File: src/rtl/conv_window_fetch.sv
// Walks a stored image through memory read port A and fetches every unpadded 3x3
// window, one tap per cycle, handing each window to the convolution engine.
module conv_window_fetch #(
  parameter int IMG_W     = 32,
  parameter int IMG_H     = 32,
  parameter int BASE_ADDR = 0
) (
  input  logic         clk,
  input  logic         rst_n,
  input  logic         start,
  output logic         busy,
  output logic         done,
  output logic [20:0]  mem_addr,
  input  logic [17:0]  mem_data,
  output logic [161:0] win_data,
  output logic [7:0]   win_x,
  output logic [7:0]   win_y,
  output logic         win_valid,
  input  logic         win_ready
);

  typedef enum logic [2:0] {IDLE, FETCH, DRAIN, PRESENT, FIN} state_t;

  localparam logic [7:0]  X_LAST = 8'(IMG_W - 3);
  localparam logic [7:0]  Y_LAST = 8'(IMG_H - 3);
  localparam logic [20:0] BASE   = 21'(BASE_ADDR);
  localparam logic [20:0] WIDTH  = 21'(IMG_W);

  state_t         state_q, state_d;
  logic [7:0]     x_q, x_d, y_q, y_d;
  logic [3:0]     t_q, t_d;
  logic [17:0]    taps_q [0:7];
  logic [161:0]   win_data_q, win_next;
  logic [7:0]     win_x_q, win_y_q;
  logic [3:0]     tap_r, tap_c;
  logic [2:0]     cap_idx;
  logic [20:0]    tap_addr;

  always_comb begin
    state_d = state_q;
    x_d     = x_q;
    y_d     = y_q;
    t_d     = t_q;
    case (state_q)
      IDLE: begin
        if (start) begin
          state_d = FETCH;
          x_d     = 8'd0;
          y_d     = 8'd0;
          t_d     = 4'd0;
        end
      end
      FETCH: begin
        if (t_q == 4'd8) state_d = DRAIN;
        else             t_d     = t_q + 4'd1;
      end
      DRAIN:   state_d = PRESENT;
      PRESENT: begin
        if (win_ready) begin
          if (x_q == X_LAST && y_q == Y_LAST) begin
            state_d = FIN;
          end else begin
            state_d = FETCH;
            t_d     = 4'd0;
            if (x_q == X_LAST) begin
              x_d = 8'd0;
              y_d = y_q + 8'd1;
            end else begin
              x_d = x_q + 8'd1;
            end
          end
        end
      end
      FIN:     state_d = IDLE;
      default: state_d = IDLE;
    endcase
  end

  always_ff @(posedge clk) begin
    if (!rst_n) begin
      state_q <= IDLE;
      x_q     <= 8'd0;
      y_q     <= 8'd0;
      t_q     <= 4'd0;
    end else begin
      state_q <= state_d;
      x_q     <= x_d;
      y_q     <= y_d;
      t_q     <= t_d;
    end
  end

  // Tap row/column of the address being driven; data for it arrives a cycle later.
  always_comb begin
    tap_r    = t_q / 4'd3;
    tap_c    = t_q % 4'd3;
    tap_addr = BASE + (21'(y_q) + 21'(tap_r)) * WIDTH + 21'(x_q) + 21'(tap_c);
    mem_addr = (state_q == FETCH) ? tap_addr : BASE;
    cap_idx  = 3'(t_q - 4'd1);
  end

  always_ff @(posedge clk) begin
    if (state_q == FETCH && t_q != 4'd0) taps_q[cap_idx] <= mem_data;
  end

  always_comb begin
    win_next = '0;
    for (int k = 0; k < 8; k++) win_next[18*k +: 18] = taps_q[k];
    win_next[161:144] = mem_data;
  end

  // Output window is a separate copy so it survives the next window's fetch.
  always_ff @(posedge clk) begin
    if (!rst_n) begin
      win_data_q <= '0;
      win_x_q    <= 8'd0;
      win_y_q    <= 8'd0;
    end else if (state_q == DRAIN) begin
      win_data_q <= win_next;
      win_x_q    <= x_q;
      win_y_q    <= y_q;
    end
  end

  assign busy      = (state_q != IDLE);
  assign done      = (state_q == FIN);
  assign win_valid = (state_q == PRESENT);
  assign win_data  = win_data_q;
  assign win_x     = win_x_q;
  assign win_y     = win_y_q;

endmodule

File: config.mk
export PLATFORM = sky130hd
export DESIGN_NAME = conv_window_fetch
export DESIGN_NICKNAME = d
export VERILOG_FILES = /design/src/rtl/conv_window_fetch.sv
export SDC_FILE = /design/constraint.sdc
export NUM_CORES = 1
export LEC_CHECK = 0
export ABC_CLOCK_PERIOD_IN_PS = 4200
export CAP_MARGIN = 10
export CORE_MARGIN = 2
export CORE_UTILIZATION = 48
export DETAILED_ROUTE_END_ITERATION = 12
export PLACE_DENSITY_LB_ADDON = 0.2
export SYNTH_ARGS = -nofsm -noshare
export SYNTH_HDL_FRONTEND = slang
export SYNTH_SLANG_ARGS = --single-unit
File: constraint.sdc
create_clock -name clk -period 4.2 [get_ports clk]
set_input_delay 0.63 -clock clk [delete_from_list [all_inputs] [get_ports clk]]
set_output_delay 0.63 -clock clk [all_outputs]
set_load 0.05 [all_outputs]
Word level (Yosys, flattened, before mapping)

Memory sizes are Yosys's and may differ from the RTL's. A register that Yosys moved wholly into a read port is not among the register bits.
Index checks and enable logic that the tools add are counted.

Reduce and logical (&&, ||, !) cells: 19
Multiplexer cells: 22
Div/mod/pow operators: 2
Equality and inequality tests: 13
Add/subtract/negate cells: 7

Operators with widths:

| operator                                                                 | count |
|---|---|
| 8-bit 2-to-1 mux                                                         | 7 |
| 8-bit case mux with 2 select lines                                       | 2 |
| 15-bit by 4-bit adder with 16-bit output                                 | 1 |
| 8-bit by 1-bit adder with 8-bit output (second input constant)           | 2 |
| 8-bit by 5-bit == test with 1-bit output (second input constant)         | 2 |
| 16-bit 2-to-1 mux                                                        | 1 |
| 4-bit 2-to-1 mux                                                         | 4 |
| 14-bit by 8-bit adder with 15-bit output                                 | 1 |
| 3-bit 2-to-1 mux                                                         | 4 |
| 3-bit case mux with 4 select lines                                       | 1 |
| 4-bit case mux with 3 select lines                                       | 1 |
| 5-bit AND reduction                                                      | 2 |
| 8-bit by 4-bit adder with 9-bit output                                   | 1 |
| 1-bit logical NOT                                                        | 8 |
| 2-bit inequality test (second input constant)                            | 4 |
| 3-bit by 2-bit == test with 1-bit output (second input constant)         | 2 |
| 3-bit nonzero test                                                       | 2 |
| 4-bit by 1-bit adder with 4-bit output (second input constant)           | 1 |
| 4-bit by 2-bit divider with 4-bit output (second input constant)         | 1 |
| 4-bit == test (second input constant)                                    | 1 |
| 4-bit by 2-bit remainder unit with 4-bit output (second input constant)  | 1 |
| 2-bit by 1-bit inequality test with 1-bit output (second input constant) | 2 |
| 4-bit AND reduction                                                      | 1 |
| 4-bit nonzero test                                                       | 1 |
| 8 further kinds                                                          | 10 |

Output and inout port bits: 202
Memories kept: 1
Bits in writable memories: 144
Register bits: 201
Bits of input ports: 22

Memories:

| memory | depth | bits a word | read ports | clocked after Yosys merged registers in | write ports | RTL line | RTL |
|---|---|---|---|---|---|---|---|
| taps_q | 8     | 18          | 8          | 8                                       | 1           | 32       | `logic [17:0] taps_q [0:7];` |

Longest topological paths before layout

Gate-level depths: netlist of the first run.

Depth after elaboration: 5
Gate-level depth with buffers: 19
Gate-level depth less buffers: 18

Worst setup path before layout of the first run

OpenSTA, ideal clock, no wires.

Kind: register to output
Start: reg t_q[0]
End: out mem_addr[10]
Path buffers: 1
Data required time: 3.570 ns
Data arrival time: 5.006 ns
Cell stages (with the launch flop): 20
Slack: -1.436 ns
Cell sequence: dfxtp_1 > clkbuf_1 > inv_1 > ha_1 > a211oi_2 > xnor2_1 > ha_1 > nor2_1 > nand2_1 > ha_1 > inv_1 > fa_1 > inv_1 > ha_1 > a21o_1 > a21o_1 > a31o_2 > a31oi_1 > a21oi_1 > nor3b_1

Cells in the longest elaborated chain, start to end: 5
Elaborated cells between the ends (all ways): 6
Those cells by class: 3 x add/sub; 2 x div; 1 x mux

RTL lines:

| element                                      | RTL line | RTL |
|---|---|---|
| start: declaration                           | 31       | `logic [3:0] t_q, t_d;` |
| start signal: assignment                     | 89       | `t_q <= t_d;` |
| 4-bit by 2-bit divider with 4-bit output     | 95       | `tap_r = t_q / 4'd3;` |
| 8-bit by 4-bit adder with 9-bit output       | 97       | `tap_addr = BASE + (21'(y_q) + 21'(tap_r)) * WIDTH + 21'(x_q) + 21'(tap_c);` |
| 14-bit by 8-bit adder with 15-bit output     | 97       |  |
| 15-bit by 4-bit adder with 16-bit output (*) | 97       |  |
| 16-bit 2-to-1 mux (*)                        | 98       | `mem_addr = (state_q == FETCH) ? tap_addr : BASE;` |
| end: declaration                             | 13       | `output logic [20:0] mem_addr,` |

Mark *: on every way between the ends. The rest lies on a longest branch, timed or not.

Final worst setup path of the first run

Start: reg t_q[3]
End: out mem_addr[10]

The elaborated chain is that of the path after synthesis.

==> metrics.cfg, run 1 <==
[run_status]
outcome=finished, violations left
failing_checks=negative setup slack

[worst_setup_path]
worst-endpoint-arrival_ps=4400
worst_setup_path_start_kind=register
crit_path_top_delay_cell=fa_1
timing.rr.start=t_q[1]
crit-reg2reg-capture=taps_q[4][3]
classification_of_the_worst_setup_path=reg2out
cp.required_ps=3570
path_cells=and2b_2 > ha_4 > a211oi_4 > xnor2_2 > ha_2 > nor2_2 > nand2_2 > ha_4 > inv_2 > fa_1 > inv_2 > ha_4 > a21o_1 > buf_6 > a21o_1 > a31o_4 > a31oi_4 > a21oi_2 > nor3b_4 > buf_12
r2r_cells=6
critical_path.max_fanout=4
cp-end-kind=output port
reg2reg_slack_ps=1700
critical-path-max-stage-delay_ps=410
critical_path.most_common_cell=ha_4

[floorplanning]
ioPinCount=224
die_area_um2=28700
die_w_um=169
fp.coreArea_um2=26900
fp-row-count=60
fp.dieH_um=169
initial_core_utilization_pct=48.8

[global_routing]
grt_max_degree=83
groute.usage.overall_pct=24.2
antenna_found_initial=0
grt_overflow=0
grt_pass1_wl_um=53300
grt_pass1_vias=9479

[synthesis]
synth_top_cell_area_share_pct=33.0
synth_enable_flop_cells=144
yosys.cell_types.count=68
synth_seq_area_share_pct=63.7
async_flop_share_pct=0
synth_top_flop_cell=dfxtp_1
yosys.area.top_type=edfxtp_1
synth.area.top_cells=edfxtp_1, dfxtp_1, nand2_1, a21boi_0, ha_1
netlist_instances=1208
post-synth-top-count-cell=nand2_1
synthesis.area_um2=13100
yosys_register_bits=345
synth-warning-count=0
syn_avg_cell_area_um2=10.9
synth_common_cells=nand2_1, dfxtp_1, a21boi_0, edfxtp_1, clkbuf_1

[clock_network]
inserted_clock_buffers=36
clockBufferDepth=3
count_of_hold_fix_buffers_inserted_at_cts=0
htree_num_levels=2
clk_root_buffer_cell=clkbuf_16
clock_tree_from_tritoncts=yes
cts.sinks=345
clkTransAtPathRegs_ps=60
worstSkewPairLatency_ps=530

[layout]
layout.core_utilization_pct=65.3
regArea_um2=8350
multiInputGateArea_um2=4770
final.fill_count=2044
fin_nets=1491
antennaDiodeCount=0
area_growth_pct=33.9
layout-drive-gt1-share_pct=13.6

[timing]
fmax_mhz=199
skew_ps=16.1
finalSetupViolCount=11
timing.final.ws_setup_ps=-833
tightestPinTransition_ps=996
finalMaxSlewViolations=0
worst_slew_margin_rel_pct=33.5
unrepaired_setup_endpoints_after_global_routing=yes
finalCriticalPeriod_ps=5030
report.final.hold_viol_count=0
post-route-period-util_pct=120

[routing]
wl_per_cell_um=19.3
detail_route.drc_violations=0
detail-route-antenna-nets=0
finalWirelength_um=35100
via_per_inst=5.23
detail_route.iter0.violations=661
num_vias=9487
detail_route.first_pass.iterations=5

[placement]
place.gp.congestion=0.859
io_buffers=216
place_hpwl_um=22000

[min_path]
min_path_cells=2
timing.hold.worst_endpoint=win_data[106]
hold_path.class=reg2reg
hold_path.startpoint=win_data[106]

[job]
drv.max_cap_violation_count=0

[pwr]
p_total_mw=8.62
p_per_area_nw_per_um2=491
vdd_drop_max_v=0.000398
p_leak_nw=6.05

-- report_power, final --
group / leakage, nW / internal, mW / switching, mW
logic: 2.55 / 0.471 / 1.16
registers: 2.93 / 3.67 / 0.124
clock network: 0.579 / 1.92 / 1.28
-- registers in the layout (all words and copies together) (netlist names) --
| signal | count |
|---|---|
| win_data | 162 |
| y_q | 8 |
| x_q | 8 |
| t_q | 4 |
| taps_q | 144 |
| win_y | 8 |
| win_x | 8 |
| state_q | 3 |
-- critical path: cells and delay by family (launching register included) --
kind | cells | cell delay [ps]
adders and majority gates | 5 | 1160
xor gates and xnor gates | 1 | 110
DFF | 1 | 330
and+or+nand+nor | 4 | 700
AOI/OAI and AO/OA | 6 | 1150
buffers and inverters | 4 | 410
-- cells in the final DEF (no fill, tap or decap), types with 7 or more instances in the layout --
cell type,n
inv_1,10
nor2_1,24
buf_4,49
a21o_1,7
ha_1,14
a21oi_1,9
nand3_1,11
and2_1,7
xnor2_1,13
o21ai_0,8
clkdlybuf4s50_1,201
clkbuf_1,11
edfxtp_1,144
buf_6,8
clkbuf_16,37
a21boi_0,179
conb_1,7
nand2_1,381
dfxtp_1,200
buf_12,15
-- per-layer routing --
metal | track usage, % | routed length [um] | vias to the layer above
met5 | 0 | 0 | -
met4 | 9.74 | 1280 | 0
met3 | 5.88 | 2280 | 72
met2 | 41.1 | 17200 | 278
met1 | 29.8 | 14400 | 4583
li1 | - | - | 4554
-- area by class of cell --
| cell class | count | share of cell area [%] |
|---|---|---|
| Inverter | 13 | 0.278 |
| Tap cell | 341 | 2.43 |
| Timing Repair Buffer | 273 | 15.8 |
| Clock inverter | 11 | 0.819 |
| Sequential cell | 345 | 47.6 |
| Multi-Input combinational cell | 778 | 27.2 |
| Clock buffer | 54 | 5.98 |
-- how the worst max path moves through the flow --
stage	from	endpoint	slack, ps
2_1_floorplan	t_q[2]	mem_addr[11]	-470
3_3_place_gp	t_q[3]	mem_addr[11]	-300
3_5_place_dp	t_q[3]	mem_addr[11]	-360
4_1_cts	t_q[3]	mem_addr[10]	-810
5_1_grt	t_q[3]	mem_addr[10]	-990
6_report	t_q[3]	mem_addr[10]	-830
-- per-stage QoR --
step | setup TNS (ps) | hold WS, ps | area (um2) | worst slack [ps] | std cells
6_report | -6490 | 460 | 17600 | -833 | 1815
3_3_place_gp | -966 | 449 | 16100 | -298 | 1736
5_1_grt | -8150 | 477 | 17600 | -986 | 1815
4_1_cts | -6510 | 464 | 17500 | -809 | 1810
2_1_floorplan | -1940 | 496 | 13300 | -467 | 1214
3_5_place_dp | -1730 | 456 | 16100 | -364 | 1736
-- cell families after synthesis --
kind of cell / share of synthesized area, %
XOR/XNOR: 1.47
flip-flops: 63.7
adder cells (fa/ha/maj): 2.21
AND/OR/NAND/NOR: 15.8
multiplexers: 0.248
buffers and inverters: 3.05
AO/OA/AOI/OAI: 13.5
other: 0.0286
-- timing repair --
item / in CTS / in global routing
resized for setup: 20 / 13
pin swaps: 15 / 21
setup endpoints to repair: 12 / 13
buffers inserted: 9 / 6
(Power assumes the default switching activity.)
==> inputs of run 2 (changes only) <==
--- a/config.mk
+++ b/config.mk
@@ -9,7 +9,9 @@
 export CAP_MARGIN = 10
 export CORE_MARGIN = 2
 export CORE_UTILIZATION = 48
+export CTS_BUF_LIST = sky130_fd_sc_hd__clkbuf_16
 export DETAILED_ROUTE_END_ITERATION = 12
+export GPL_TIMING_DRIVEN = 0
 export PLACE_DENSITY_LB_ADDON = 0.2
 export SYNTH_ARGS = -nofsm -noshare
 export SYNTH_HDL_FRONTEND = slang
==> metrics.cfg, run 2 (synthesized netlist as in run 1, its figures left out) <==
[pwr]
vdd_drop_max_v=0.000318  ; was 0.000398 V
p_total_mw=8.46  ; was 8.62 mW
p_per_area_nw_per_um2=480  ; was 491 nW/um2
p_leak_nw=6.17  ; was 6.05 nW

[timing]
finalCriticalPeriod_ps=5140  ; was 5030 ps
tightestPinTransition_ps=1060  ; was 996 ps
post-route-period-util_pct=122  ; was 120%
fmax_mhz=194  ; was 199 MHz
report.final.hold_viol_count=0  ; unchanged
finalMaxSlewViolations=0  ; unchanged
timing.final.ws_setup_ps=-943  ; was -833 ps
unrepaired_setup_endpoints_after_global_routing=yes  ; unchanged
skew_ps=11.4  ; was 16.1 ps
finalSetupViolCount=12  ; was 11
worst_slew_margin_rel_pct=29.5  ; was 33.5%

[worst_setup_path]
worst-endpoint-arrival_ps=4510  ; was 4400 ps
cp_num_cells=19  ; was 20
critical_path_buf_inv_count=4  ; unchanged
cp-end-kind=output port  ; unchanged
r2r_cells=6  ; unchanged
worst_setup_path_start_kind=register  ; unchanged
crit_path_top_delay_cell=dfxtp_2  ; was fa_1
timing.critical_path.max_delay_family=compound AO/OA/AOI/OAI gates  ; was adder cells
classification_of_the_worst_setup_path=reg2out  ; unchanged
critical-path-max-stage-delay_ps=350  ; was 410 ps
critical_path.most_common_cell=buf_6  ; was ha_4
critical_path.max_fanout=4  ; unchanged
cp.required_ps=3570  ; about the same
path_cells=and2b_2 > ha_4 > a211oi_4 > xnor2_2 > ha_2 > nor2_4 > nand2_2 > buf_6 > buf_6 > mux2_4 > buf_6 > ha_4 > a211o_1 > a211o_1 > a21oi_4 > o32ai_4 > o21ai_2 > mux2i_4 > buf_6  ; was and2b_2 > ha_4 > a211oi_4 > xnor2_2 > ha_2 > nor2_2 > nand2_2 > ha_4 > inv_2 > fa_1 > inv_2 > ha_4 > a21o_1 > buf_6 > a21o_1 > a31o_4 > a31oi_4 > a21oi_2 > nor3b_4 > buf_12

[routing]
wl_per_cell_um=19.5  ; was 19.3 um
detail_route.iter0.violations=617  ; was 661
detail_route.first_pass.iterations=4  ; was 5
detail_route.drc_violations=0  ; unchanged
num_vias=9827  ; was 9487
finalWirelength_um=36500  ; was 35100 um
detail-route-antenna-nets=0  ; unchanged
via_per_inst=5.24  ; was 5.23

[clock_network]
clk_root_buffer_cell=clkbuf_16  ; unchanged
inserted_clock_buffers=36  ; unchanged
clkTransAtPathRegs_ps=60  ; about the same
clock_tree_from_tritoncts=yes  ; unchanged
clockBufferDepth=3  ; unchanged
worstSkewPairLatency_ps=510  ; was 530 ps
cts.sinks=345  ; unchanged
htree_num_levels=2  ; unchanged

[placement]
io_buffers=215  ; was 216
placement.cell_area_um2=16100  ; about the same
dp_cells=1780  ; was 1736
place_hpwl_um=24400  ; was 22000 um
place.gp.congestion=0.902  ; was 0.859

[floorplanning]
fp.dieH_um=169  ; unchanged
ioPinCount=224  ; unchanged
die_w_um=169  ; unchanged
die_area_um2=28700  ; unchanged
fp-row-count=60  ; unchanged
initial_core_utilization_pct=48.8  ; unchanged
fp.coreArea_um2=26900  ; unchanged

[layout]
layout.cells.non_filler=1875  ; was 1815
area_growth_pct=34.2  ; was 33.9%
fin_nets=1551  ; was 1491
largest_register_ff_count=162  ; unchanged
finalInstanceArea_um2=17600  ; about the same
layout_common_cells=nand2_1, clkdlybuf4s50_1, dfxtp_1, a21boi_0, edfxtp_1  ; unchanged
antennaDiodeCount=0  ; unchanged
final_common_cell=nand2_1  ; unchanged
layout-drive-gt1-share_pct=13.6  ; about the same
layout.core_utilization_pct=65.5  ; was 65.3%
final.fill_count=2142  ; was 2044

[run_status]
outcome=finished, violations left  ; unchanged
failing_checks=negative setup slack  ; unchanged

[global_routing]
groute.usage.overall_pct=25.2  ; was 24.2%
grt_max_degree=18  ; was 83
grt_overflow=0  ; unchanged
antenna_found_initial=0  ; unchanged
grt_pass1_vias=9638  ; was 9479
grt_pass1_wl_um=54800  ; was 53300 um

[min_path]
min_path_cells=2  ; unchanged
hold_path.class=reg2reg  ; unchanged

[job]
drv.max_cap_violation_count=0  ; unchanged

==> run 2: changes by cell type in the layout (fill, tap and decap cells not counted), sizes merged <==
cell,previous run,this run
inv,14,23
clkbuf,54,83
clkinv,6,16
buf,72,84
bufinv,3,2
dlygate4sd2,0,1
==> run 2: repair_timing <==
item	CTS	global route
gates resized for setup	111	26
pin swaps	20	21
setup endpoints to repair	14	14
hold buffers	0	0
buffers inserted	21	11
==> run 2: area by class of cell <==
cell class                 instances  area, um2  share of cell area (%)
buffer                            77        358                    2.03
clock buffer                      36        901                    5.12
clock inverter                    29        195                    1.11
inverter                          13       51.3                   0.291
multi-input combinational        778       4760                    27.0
sequential                       345       8360                    47.5
tap                              341        427                    2.42
timing repair buffer             256       2550                    14.5
==> run 2: worst paths after layout <==
path,to,slack [ps],start
min reg2reg,win_y[6],460,win_y[6]
max,mem_addr[11],-940,t_q[3]
min,win_y[6],460,win_y[6]
max reg2reg,taps_q[5][7],1150,state_q[0]
==> run 2: metrics by stage <==
step	setup TNS (ps)	hold WS (ps)	setup slack, ps
floorplan	-1940	496	-467
global placement	-29370	450	-1360
detailed placement	-11200	456	-1450
CTS	-6400	464	-943
global route	-9180	478	-1100
finish	-7320	460	-943
==> run 2: where the power goes <==
part           internal, mW  switching (mW)
Combinational         0.498            1.20
Sequential             3.67           0.115
Clock                  1.69            1.29
==> run 2: worst min-delay path, stage by stage (launching register included) <==
cell and delay, ps:
dfxtp_1 310, nand2_1 40, a21boi_0 60
==> run 2: metal layers <==
layer  part of all wire, %  GRT usage, %  vias to the layer above
met3                   7.3          5.83                       62
met5                     0             0                        -
met2                    49          43.1                      320
met1                    41          31.6                     4756
met4                   3.2          8.32                        0
li1                      -             -                     4689
==> inputs of run 3 (changes only) <==
--- a/config.mk
+++ b/config.mk
@@ -7,7 +7,6 @@
 export LEC_CHECK = 0
 export ABC_CLOCK_PERIOD_IN_PS = 4200
 export CAP_MARGIN = 10
-export CORE_MARGIN = 2
 export CORE_UTILIZATION = 48
 export CTS_BUF_LIST = sky130_fd_sc_hd__clkbuf_16
 export DETAILED_ROUTE_END_ITERATION = 12
==> metrics.cfg, run 3 (synthesized netlist as in run 1, its figures left out) <==
[timing]
worst_slew_margin_rel_pct=29.7  ; was 29.5%
finalSetupViolCount=10  ; was 12
unrepaired_setup_endpoints_after_global_routing=yes  ; unchanged
timing.final.ws_setup_ps=-869  ; was -943 ps
tightestPinTransition_ps=1050  ; was 1060 ps
finalMaxSlewViolations=0  ; unchanged
report.final.hold_viol_count=0  ; unchanged
skew_ps=18.2  ; was 11.4 ps
post-route-period-util_pct=121  ; was 122%
fmax_mhz=197  ; was 194 MHz
worst_hold_slack_ps=462  ; was 460 ps
finalCriticalPeriod_ps=5070  ; was 5140 ps

[worst_setup_path]
critical-path-max-stage-delay_ps=480  ; was 350 ps
worst_setup_path_start_kind=register  ; unchanged
classification_of_the_worst_setup_path=reg2out  ; unchanged
crit_path_top_delay_cell=fa_1  ; was dfxtp_2
timing.rr.start=state_q[0]  ; unchanged
critical_path.most_common_cell=ha_4  ; was buf_6
worst-endpoint-arrival_ps=4440  ; was 4510 ps
cp-end-kind=output port  ; unchanged
cp.required_ps=3570  ; about the same
reg2reg_slack_ps=1080  ; was 1150 ps
path_cells=clkbuf_8 > inv_4 > ha_4 > a211oi_4 > xnor2_2 > ha_2 > nor2_2 > nand2_2 > ha_4 > inv_2 > fa_1 > inv_2 > ha_4 > a21o_4 > a211o_1 > a21oi_4 > o32ai_4 > o21ai_2 > mux2i_4 > buf_6  ; was and2b_2 > ha_4 > a211oi_4 > xnor2_2 > ha_2 > nor2_4 > nand2_2 > buf_6 > buf_6 > mux2_4 > buf_6 > ha_4 > a211o_1 > a211o_1 > a21oi_4 > o32ai_4 > o21ai_2 > mux2i_4 > buf_6
critical_path.max_fanout=4  ; unchanged
crit-reg2reg-capture=taps_q[5][10]  ; was taps_q[5][7]
timing.critical_path.max_delay_family=compound AO/OA/AOI/OAI gates  ; unchanged
r2r_cells=6  ; unchanged
critical_path_buf_inv_count=5  ; was 4

[clock_network]
htree_num_levels=2  ; unchanged
clockBufferDepth=3  ; unchanged
clk_root_buffer_cell=clkbuf_16  ; unchanged
clock_tree_from_tritoncts=yes  ; unchanged
worstSkewPairLatency_ps=520  ; was 510 ps
clkTransAtPathRegs_ps=60  ; about the same
inserted_clock_buffers=36  ; unchanged
cts.sinks=345  ; unchanged
count_of_hold_fix_buffers_inserted_at_cts=0  ; unchanged

[layout]
final_common_cell=nand2_1  ; unchanged
layout_common_cells=nand2_1, clkdlybuf4s50_1, dfxtp_1, a21boi_0, edfxtp_1  ; unchanged
largest_register_ff_count=162  ; unchanged
layout-drive-gt1-share_pct=13.4  ; was 13.6%
fin_nets=1541  ; was 1551
antennaDiodeCount=0  ; unchanged
area_growth_pct=34.0  ; was 34.2%

[global_routing]
grt_max_degree=18  ; unchanged
antenna_found_initial=1  ; was 0
grt_overflow=0  ; unchanged
grt_pass1_wl_um=54400  ; was 54800 um
grt_pass1_vias=9525  ; was 9638
groute.usage.overall_pct=25.7  ; was 25.2%

[floorplanning]
fp-row-count=60  ; unchanged
ioPinCount=224  ; unchanged
fp.coreArea_um2=26900  ; unchanged
die_area_um2=28000  ; was 28700 um2
fp.dieH_um=167  ; was 169 um
die_w_um=167  ; was 169 um
initial_core_utilization_pct=48.8  ; unchanged

[routing]
detail_route.iter0.violations=600  ; was 617
detail_route.first_pass.iterations=5  ; was 4
via_per_inst=5.30  ; was 5.24
wl_per_cell_um=19.5  ; about the same
detail-route-antenna-nets=0  ; unchanged
num_vias=9883  ; was 9827
detail_route.drc_violations=0  ; unchanged
finalWirelength_um=36400  ; was 36500 um

[placement]
io_buffers=215  ; unchanged
detailedPlace.worstSlack_ps=-1530  ; was -1450 ps
place.gp.congestion=0.866  ; was 0.902
place_hpwl_um=24400  ; about the same

[min_path]
hold_path.startpoint=win_data[89]  ; was win_y[6]
hold_path.class=reg2reg  ; unchanged
timing.hold.worst_endpoint=win_data[89]  ; was win_y[6]
min_path_cells=2  ; unchanged

[run_status]
outcome=finished, violations left  ; unchanged
failing_checks=negative setup slack  ; unchanged

[pwr]
p_per_area_nw_per_um2=478  ; was 480 nW/um2
p_leak_nw=6.11  ; was 6.17 nW
vdd_drop_max_v=0.000412  ; was 0.000318 V

[job]
drv.max_cap_violation_count=0  ; unchanged

-- run 3: final cells by class --
type	instances	area, um2
Fill cell	2120	9310
Sequential cell	345	8360
Multi-Input combinational cell	778	4840
Timing Repair Buffer	246	2460
Clock buffer	37	926
Tap cell	341	427
Buffer	77	358
Clock inverter	29	160
Inverter	13	51.3
-- run 3: metal layers --
layer / routed length, um / track usage, % / vias up / part of all wire [%]
li1: - / - / 4664 / -
met1: 14700 / 31.9 / 4802 / 40
met2: 17700 / 43.0 / 355 / 49
met3: 2880 / 6.88 / 62 / 7.9
met4: 1150 / 9.41 / 0 / 3.2
met5: 0 / 0 / - / 0
-- run 3: worst register-to-register path, delay by kind of cell (launching register included) --
kind / cells / cell delay, ps
DFF: 1 / 300
buffers and inverters: 4 / 1180
and+or+nand+nor: 2 / 1350
-- run 3: how the worst max path moves through the flow --
stage / from / end / slack (ps) / cells past startpoint
after floorplan: t_q[2] / mem_addr[11] / -470 / 19
after global placement: t_q[0] / mem_addr[11] / -1430 / 20
after detailed placement: t_q[0] / mem_addr[11] / -1530 / 20
after CTS: t_q[3] / mem_addr[11] / -930 / 19
after global routing: t_q[0] / mem_addr[11] / -1020 / 20
final: t_q[0] / mem_addr[11] / -870 / 20
-- run 3: repair_timing --
| item | 4_1_cts | 5_1_grt |
|---|---|---|
| pin swaps | 21 | 17 |
| setup endpoints to repair | 14 | 13 |
| setup buffers | 15 | 5 |
| gates resized for setup | 108 | 32 |
-- run 3: metrics by stage --
step | cell area [um2] | instances | power, mW | utilization (%) | TNS [ps]
6_report | 17600 | 1866 | 8.41 | 65.4 | -6260
5_1_grt | 17600 | 1866 | 8.71 | 65.4 | -7790
4_1_cts | 17400 | 1861 | 8.44 | 64.8 | -5890
3_5_place_dp | 16100 | 1781 | 5.52 | 59.8 | -12070
3_3_place_gp | 15900 | 1770 | 5.49 | 59.2 | -32670
2_1_floorplan | 13300 | 1214 | 4.90 | - | -1940
-- run 3: report_power, final --
part | internal (mW) | switching (mW)
registers | 3.67 | 0.116
clock network | 1.66 | 1.27
logic | 0.492 | 1.20
